File: src/rtl/filter_run_ctrl.sv
// -----------------------------------------------------------------------------
// filter_run_ctrl
//
// Run sequencer for the filter GPU. It turns the four active-low kernel
// pushbuttons into clean press events, selects the kernel program fetched from
// instruction memory, and holds the GPU in reset until a run is requested.
// When a run is requested it releases the GPU for exactly one frame pass. It
// counts data-memory writes to detect completion and raises a sticky timeout
// flag if the frame never finishes. It also tells the VGA path when the
// filtered frame in vector memory is valid.
//
// Ports
//   CLK            in   system clock
//   reset          in   asynchronous, active-high reset
//   kernel1        in   active-low raw button, selects kernel 00
//   kernel2        in   active-low raw button, selects kernel 01
//   kernel3        in   active-low raw button, selects kernel 10
//   identity       in   active-low raw button, selects kernel 11 (identity)
//   gpu_mem_write  in   MemWrite strobe from filterGPU
//   kernel         out  [1:0] kernel select to imem
//   gpu_rst        out  reset to filterGPU (also forces its PC to 0)
//   gpu_run        out  clock enable to filterGPU
//   busy           out  high while arming or running
//   frame_done     out  one-cycle pulse when a frame completes
//   show_result    out  1 when the filtered frame is valid for display
//   write_count    out  [CNT_W-1:0] writes counted in the current run
//   timeout        out  sticky error flag, cleared when the next run arms
//
// All outputs come straight from flops.
// -----------------------------------------------------------------------------
module filter_run_ctrl #(
  parameter int DEBOUNCE       = 16,
  parameter int RST_CYCLES     = 4,
  parameter int FRAME_WRITES   = 102400,
  parameter int TIMEOUT_CYCLES = 2000000,
  parameter bit AUTO_START     = 1'b1,
  parameter int CNT_W          = 19
) (
  input  logic             CLK,
  input  logic             reset,
  input  logic             kernel1,
  input  logic             kernel2,
  input  logic             kernel3,
  input  logic             identity,
  input  logic             gpu_mem_write,
  output logic [1:0]       kernel,
  output logic             gpu_rst,
  output logic             gpu_run,
  output logic             busy,
  output logic             frame_done,
  output logic             show_result,
  output logic [CNT_W-1:0] write_count,
  output logic             timeout
);

  localparam int NBTN  = 4;
  localparam int DB_W  = $clog2(DEBOUNCE + 1);
  localparam int ARM_W = $clog2(RST_CYCLES + 1);
  localparam int RUN_W = $clog2(TIMEOUT_CYCLES + 1);

  typedef enum logic [2:0] {
    S_IDLE,
    S_ARM,
    S_RUN,
    S_DONE,
    S_ERROR
  } state_e;

  // ---------------------------------------------------------------------------
  // Button conditioning
  // Bit order follows press priority: bit 0 (kernel1) wins over bit 3.
  // ---------------------------------------------------------------------------
  logic [NBTN-1:0]           btn_raw;
  logic [NBTN-1:0]           sync1_q;
  logic [NBTN-1:0]           sync2_q;
  logic [NBTN-1:0]           armed_q;
  logic [NBTN-1:0]           armed_d;
  logic [NBTN-1:0][DB_W-1:0] db_cnt_q;
  logic [NBTN-1:0][DB_W-1:0] db_cnt_d;
  logic [NBTN-1:0]           press_evt;
  logic                      any_evt;
  logic [1:0]                evt_code;

  assign btn_raw = {identity, kernel3, kernel2, kernel1};

  // NOTE: sequential state is written with non-blocking assignments only, so
  // every flop samples the pre-edge value of every other flop.
  always_ff @(posedge CLK or posedge reset) begin
    if (reset) begin
      // Synchronizers come up at the released level so a reset never looks
      // like a press.
      sync1_q  <= '1;
      sync2_q  <= '1;
      armed_q  <= '1;
      db_cnt_q <= '0;
    end else begin
      sync1_q  <= btn_raw;
      sync2_q  <= sync1_q;
      armed_q  <= armed_d;
      db_cnt_q <= db_cnt_d;
    end
  end

  // An armed button counts consecutive low cycles and fires on the DEBOUNCE-th.
  // It then waits for DEBOUNCE consecutive high cycles before re-arming, so a
  // held button produces exactly one event. Any glitch restarts the count.
  // NOTE: every signal written here gets a default first, so no path through
  // the block can leave a value unassigned and infer a latch.
  always_comb begin
    press_evt = '0;
    armed_d   = armed_q;
    db_cnt_d  = '0;
    for (int i = 0; i < NBTN; i++) begin
      if (armed_q[i]) begin
        if (!sync2_q[i]) begin
          if (db_cnt_q[i] == DB_W'(DEBOUNCE - 1)) begin
            press_evt[i] = 1'b1;
            armed_d[i]   = 1'b0;
          end else begin
            db_cnt_d[i] = db_cnt_q[i] + 1'b1;
          end
        end
      end else begin
        if (sync2_q[i]) begin
          if (db_cnt_q[i] == DB_W'(DEBOUNCE - 1)) begin
            armed_d[i] = 1'b1;
          end else begin
            db_cnt_d[i] = db_cnt_q[i] + 1'b1;
          end
        end
      end
    end
  end

  // Same-cycle events resolve to the highest-priority button.
  always_comb begin
    any_evt  = |press_evt;
    evt_code = 2'd0;
    if (press_evt[0]) begin
      evt_code = 2'd0;
    end else if (press_evt[1]) begin
      evt_code = 2'd1;
    end else if (press_evt[2]) begin
      evt_code = 2'd2;
    end else if (press_evt[3]) begin
      evt_code = 2'd3;
    end
  end

  // ---------------------------------------------------------------------------
  // Run sequencer
  // ---------------------------------------------------------------------------
  state_e             state_q,       state_d;
  logic               auto_q,        auto_d;
  logic [1:0]         kernel_q,      kernel_d;
  logic               pend_vld_q,    pend_vld_d;
  logic [1:0]         pend_code_q,   pend_code_d;
  logic [ARM_W-1:0]   arm_cnt_q,     arm_cnt_d;
  logic [RUN_W-1:0]   run_cnt_q,     run_cnt_d;
  logic [CNT_W-1:0]   wr_cnt_q,      wr_cnt_d;
  logic               show_q,        show_d;
  logic               timeout_q,     timeout_d;
  logic               gpu_rst_q;
  logic               gpu_run_q;
  logic               busy_q;
  logic               frame_done_q;
  logic               frame_complete;

  always_comb begin
    state_d        = state_q;
    auto_d         = auto_q;
    kernel_d       = kernel_q;
    pend_vld_d     = pend_vld_q;
    pend_code_d    = pend_code_q;
    arm_cnt_d      = '0;
    run_cnt_d      = '0;
    wr_cnt_d       = wr_cnt_q;
    show_d         = show_q;
    timeout_d      = timeout_q;
    frame_complete = 1'b0;

    unique case (state_q)
      S_IDLE: begin
        if (any_evt) begin
          state_d  = S_ARM;
          kernel_d = evt_code;
          auto_d   = 1'b0;
        end else if (auto_q) begin
          // One-shot power-up run with the default kernel.
          state_d  = S_ARM;
          kernel_d = 2'd0;
          auto_d   = 1'b0;
        end
      end

      S_ARM: begin
        if (any_evt) begin
          pend_vld_d  = 1'b1;
          pend_code_d = evt_code;
        end
        if (arm_cnt_q == ARM_W'(RST_CYCLES - 1)) begin
          state_d = S_RUN;
        end else begin
          arm_cnt_d = arm_cnt_q + 1'b1;
        end
      end

      S_RUN: begin
        run_cnt_d = run_cnt_q + 1'b1;
        if (any_evt) begin
          pend_vld_d  = 1'b1;
          pend_code_d = evt_code;
        end
        if (gpu_mem_write) begin
          wr_cnt_d = wr_cnt_q + 1'b1;
          frame_complete = (wr_cnt_q == CNT_W'(FRAME_WRITES - 1));
        end
        // Completion takes precedence over a timeout on the same cycle.
        if (frame_complete) begin
          state_d = S_DONE;
        end else if (run_cnt_q == RUN_W'(TIMEOUT_CYCLES - 1)) begin
          state_d = S_ERROR;
        end
      end

      S_DONE: begin
        // A press landing exactly on the DONE cycle is newer than anything
        // queued, so it wins under last-press-wins.
        if (any_evt) begin
          state_d  = S_ARM;
          kernel_d = evt_code;
        end else if (pend_vld_q) begin
          state_d  = S_ARM;
          kernel_d = pend_code_q;
        end else begin
          state_d = S_IDLE;
        end
      end

      S_ERROR: begin
        if (any_evt) begin
          state_d  = S_ARM;
          kernel_d = evt_code;
        end
      end

      default: begin
        state_d = S_IDLE;
      end
    endcase

    // Entry actions, keyed on the transition so the registered outputs change
    // on the same edge as the state.
    if (state_d == S_ARM && state_q != S_ARM) begin
      wr_cnt_d   = '0;
      show_d     = 1'b0;
      timeout_d  = 1'b0;
      // Whatever was queued has either just been consumed or is stale.
      pend_vld_d = 1'b0;
    end
    if (state_d == S_DONE && state_q != S_DONE) begin
      show_d = 1'b1;
    end
    if (state_d == S_ERROR && state_q != S_ERROR) begin
      show_d    = 1'b0;
      timeout_d = 1'b1;
    end
  end

  always_ff @(posedge CLK or posedge reset) begin
    if (reset) begin
      state_q      <= S_IDLE;
      auto_q       <= AUTO_START;
      kernel_q     <= 2'd0;
      pend_vld_q   <= 1'b0;
      pend_code_q  <= 2'd0;
      arm_cnt_q    <= '0;
      run_cnt_q    <= '0;
      wr_cnt_q     <= '0;
      show_q       <= 1'b0;
      timeout_q    <= 1'b0;
      gpu_rst_q    <= 1'b1;
      gpu_run_q    <= 1'b0;
      busy_q       <= 1'b0;
      frame_done_q <= 1'b0;
    end else begin
      state_q      <= state_d;
      auto_q       <= auto_d;
      kernel_q     <= kernel_d;
      pend_vld_q   <= pend_vld_d;
      pend_code_q  <= pend_code_d;
      arm_cnt_q    <= arm_cnt_d;
      run_cnt_q    <= run_cnt_d;
      wr_cnt_q     <= wr_cnt_d;
      show_q       <= show_d;
      timeout_q    <= timeout_d;
      // Strobes are decoded from the next state so they line up with state_q.
      gpu_rst_q    <= (state_d != S_RUN);
      gpu_run_q    <= (state_d == S_RUN);
      busy_q       <= (state_d == S_ARM) || (state_d == S_RUN);
      frame_done_q <= (state_d == S_DONE);
    end
  end

  assign kernel      = kernel_q;
  assign gpu_rst     = gpu_rst_q;
  assign gpu_run     = gpu_run_q;
  assign busy        = busy_q;
  assign frame_done  = frame_done_q;
  assign show_result = show_q;
  assign write_count = wr_cnt_q;
  assign timeout     = timeout_q;

endmodule

File: config.mk
export PLATFORM = sky130hd
export DESIGN_NAME = filter_run_ctrl
export DESIGN_NICKNAME = d
export VERILOG_FILES = /design/src/rtl/filter_run_ctrl.sv
export SDC_FILE = /design/constraint.sdc
export NUM_CORES = 1
export LEC_CHECK = 0
export BUFFER_PORTS_ARGS = -buffer_cell sky130_fd_sc_hd__buf_2
export CAP_MARGIN = 0
export CORE_MARGIN = 8
export CORE_UTILIZATION = 50
export CTS_CLUSTER_SIZE = 28
export DETAILED_ROUTE_END_ITERATION = 8
export GPL_TIMING_DRIVEN = 1
export PLACE_DENSITY = 0.7
export SLEW_MARGIN = 20
export SYNTH_ARGS = -nofsm -noshare
export SYNTH_HDL_FRONTEND = slang
export SYNTH_SLANG_ARGS = --single-unit
File: constraint.sdc
create_clock -name CLK -period 3.1 [get_ports CLK]
set_input_delay 0.465 -clock CLK [delete_from_list [all_inputs] [get_ports CLK]]
set_output_delay 0.465 -clock CLK [all_outputs]
set_load 0.02 [all_outputs]
==> summary.txt <==
Run status
  – Status: complete, no violations

Timing
  – Final setup TNS: 0 ps
  – RSZ-0062 raised after global routing: false
  – Highest clock rate: slightly above 0.4 GHz
  – Least-Margin Pin Slew: 685 ps
  – Relative slew slack: 54.0%
  – Fin worst setup slack: 684 ps
  – Hold Vio Cnt, Final: 0
  – Worst Clk Skew: ~7.1 ps
  – Min cycle time layout: around 2400 ps
  – Max-slew violations: 0
  – Fin crit share: 77.9%
  – Setup violators final: 0

GRT
  – Tot GR Track Use: between 10% and 20%
  – Vias in the first global route: approximately 2800
  – Initial antenna violation count: 0
  – First-pass GRT wire length: roughly 13000 um
  – Largest net degree at the start of global routing: 52
  – Total gr overflow: 0

Worst setup path
  – Startpoint type of the worst setup path: flip-flop
  – Slowest CP cell: dfrtp_1
  – Crit path kind: flip-flop to flip-flop
  – CP Capture Type: flip-flop
  – CP Cell Sequence: ha_1 -> and4b_1 -> a22o_4 -> o31ai_1 -> nand4b_1 -> o211a_4 -> mux2_4
  – Worst R2R End: kernel[0]$_DFFE_PP0P_
  – Worst Reg-to-Reg Cells: 7
  – Maximum fanout along the worst path: 24
  – Crit path arrival time: 2650 ps
  – Register-to-Register Setup Slack: 680 ps
  – Critical Path RT: 3340 ps
  – R2r startpoint: db_cnt_q[10]$_DFF_PP0_
  – Slowest stage delay, CP: 400 ps

Synth
  – Most frequent cell after synthesis: dfrtp_1
  – Synth area leaders: dfrtp_1 47%, dfstp_2 9.0%, xor2_1 6.9%, nor2_1 5.8%, nand2_1 2.9%
  – Synthesized Nets: 396
  – Asr flop ratio synth: 100%
  – Post-synth EDFFs: 0
  – Post-synth top flop: dfrtp_1
  – Synthesis warning total: 0
  – Yosys top cell area share: around 47%
  – Cell taking the most area after synthesis: dfrtp_1
  – Post-synthesis cell count: 382
  – Synth cell count leaders: 76 x dfrtp_1, 63 x nor2_1, 32 x xor2_1
  – Post-synthesis cell area: 4070 um^2
  – Distinct cell type count after synthesis: 42
  – Avg Cell Area, Syn: 10.6 um^2
  – Seq cells post-synth: 90
  – Sequential fraction of the synthesis area: about 56%

Clock network
  – CTS Buf Count: 9
  – Clock Root Buffer: clkbuf_8
  – H-tree Lvls: 3
  – Post-CTS setup buffers: 0
  – TritonCTS clock tree: built
  – Clock latency at the later pin of the worst-skew pair: approximately 350 ps
  – Clk sinks: 90
  – Hold-fix buffer count after cts: 0
  – Clock transition at path regs: roughly 90 ps
  – Clock Path Buffers: 2
  – PostCTS Resize Cnt: 0

Layout
  – Layout area overhead: 11.7%
  – Final #Nets: 435
  – Share of cells above drive strength 1: between 10% and 20%
  – ANT cells: 0

Floorplanning
  – FP Rows: 33
  – # IOs: 34
  – Die ar.: 11300 um^2
  – Initial Util: 50.5%
  – Height of the die: 106 um
  – Core area: 8050 um^2
  – Die X: 106 um

Placement
  – Dpl ws: 707 ps
  – Port Buf Inserts: 33
  – Detail Placement HPWL: 5220 um
  – Routability congestion estimate: 0.809

Routing
  – Drt total wl: 7380 um
  – DRC Markers: 0
  – DR iter-0 viols: 156
  – WL/cell: 13.9 um
  – DR pass1 iterations: 4
  – Vias per cell: 5.26
  – Antenna Nets Post-Route: 0
  – Vias post-DR: between 2000 and 3000

Power
  – Flop pwr share: 59.4%
  – Worst VDD drop: 0.000274 V
  – NetSw: around 450 uW
  – P per Cell Area: around 450 nW/um^2
  – Comb pwr share: 2.9%
  – Clock network power share: 37.7%
  – Switching Fraction: 22.1%
  – Internal power: between 1500 and 2000 uW
  – Static leakage: 0.00218 uW

Flow run
  – Max Cap Violations: 0

Worst hold path
  – Worst min-delay path class: primary input to asynchronous set/reset pin
## critical path: cells and delay by family (launching register included)
| kind | cells | cell delay, ps |
|---|---|---|
| adder cells (fa/ha/maj) | 1 | 240 |
| AO/OA/AOI/OAI | 3 | 840 |
| multiplexers | 1 | 320 |
| flip-flops | 1 | 400 |
| AND/OR/NAND/NOR | 2 | 500 |
## metal layers
| metal | global-route usage, % | vias up | share of wire (%) |
|---|---|---|---|
| met3 | 4.36 | 13 | 4.6 |
| met4 | 5.13 | 0 | 1.8 |
| met2 | 20.9 | 52 | 44 |
| met5 | 0 | - | 0 |
| li1 | - | 1379 | - |
| met1 | 18.5 | 1350 | 49 |
## cell type report
| type | count | area, um^2 |
|---|---|---|
| Clock buffer | 11 | 131 |
| Timing Repair Buffer | 36 | 200 |
| Clock inverter | 5 | 55.1 |
| Multi-Input combinational cell | 275 | 1720 |
| Fill cell | 697 | 3510 |
| Sequential cell | 90 | 2270 |
| Tap cell | 105 | 131 |
| Inverter | 9 | 35.0 |
## how the worst max path moves through the flow
stage / startpoint / endpoint / depth (start not counted)
finish: db_cnt_q[10]$_DFF_PP0_ / kernel[0]$_DFFE_PP0P_ / 7
global route: db_cnt_q[0]$_DFF_PP0_ / kernel[0]$_DFFE_PP0P_ / 7
floorplan: reset / arm_cnt_q[0]$_DFF_PP0_ / 1
CTS: db_cnt_q[10]$_DFF_PP0_ / kernel[1]$_DFFE_PP0P_ / 7
global placement: gpu_mem_write / kernel[0]$_DFFE_PP0P_ / 7
detailed placement: gpu_mem_write / kernel[0]$_DFFE_PP0P_ / 7
## registers in the layout (all words and copies together) (netlist names), 2 cells and up, named ones only
| signal | count |
|---|---|
| db_cnt_q | 20 |
| kernel | 2 |
| write_count | 19 |
| sync2_q | 4 |
| pend_code_q | 2 |
| run_cnt_q | 21 |
| arm_cnt_q | 3 |
| state_q | 3 |
| sync1_q | 4 |
## layout by cell type, fill, tap and decap left out, types with 2 or more instances in the layout
| cell type | synthesis | layout |
|---|---|---|
| dfrtp_1 | 76 | 76 |
| nor2_1 | 63 | 63 |
| buf_2 | 0 | 33 |
| xor2_1 | 32 | 32 |
| nand2_1 | 31 | 31 |
| nand3_1 | 23 | 23 |
| dfstp_2 | 14 | 14 |
| xnor2_1 | 13 | 13 |
| a21oi_1 | 13 | 13 |
| o21ai_0 | 12 | 12 |
| and3_1 | 11 | 11 |
| clkbuf_8 | 0 | 9 |
| nor2b_1 | 8 | 8 |
| inv_1 | 9 | 8 |
| nor3_1 | 7 | 7 |
| ha_1 | 7 | 7 |
| and2_1 | 6 | 6 |
| and4_1 | 5 | 5 |
| nand2b_1 | 4 | 4 |
| or3_1 | 4 | 4 |
| and4b_1 | 3 | 3 |
| nor4b_1 | 3 | 3 |
| clkinv_2 | 0 | 3 |
| mux2_2 | 3 | 3 |
| nand4b_1 | 2 | 2 |
| nor4bb_1 | 2 | 2 |
| o32ai_1 | 2 | 2 |
| o31ai_1 | 2 | 2 |
| o22ai_1 | 2 | 2 |
| nand4_1 | 2 | 2 |
| nor3b_1 | 2 | 2 |
| mux2_4 | 2 | 2 |
| clkbuf_1 | 6 | 2 |
| clkinvlp_4 | 0 | 2 |
| buf_4 | 0 | 2 |
## through the flow
step	hold slack [ps]	total power (uW)	utilization, %	area [um^2]	cells
global placement	345	1290	54.1	4360	515
floorplan	345	1270	-	4070	382
CTS	189	2060	56.4	4540	531
detailed placement	347	1290	54.1	4360	515
global route	171	2130	56.4	4540	531
finish	189	2040	56.4	4540	531
## cell families after synthesis
family          count (synthesis)  share of synthesized area (%)
compound gates                 37                           6.09
mux                             6                           1.81
flops                          90                           55.8
xor+xnor                       45                           9.69
fa+ha+maj                       7                           2.15
simple gates                  180                           22.5
buf+inv                        17                           1.94
## power groups by stage
stage	registers, uW	clock network [uW]	logic [uW]
global placement	1230	0	58.5
CTS	1210	788	61.8
floorplan	1230	0	42.5
detailed placement	1230	0	61.6
finish	1210	767	59.3
global route	1210	846	70.6
Note: power is estimated with default switching activity, not from simulation.
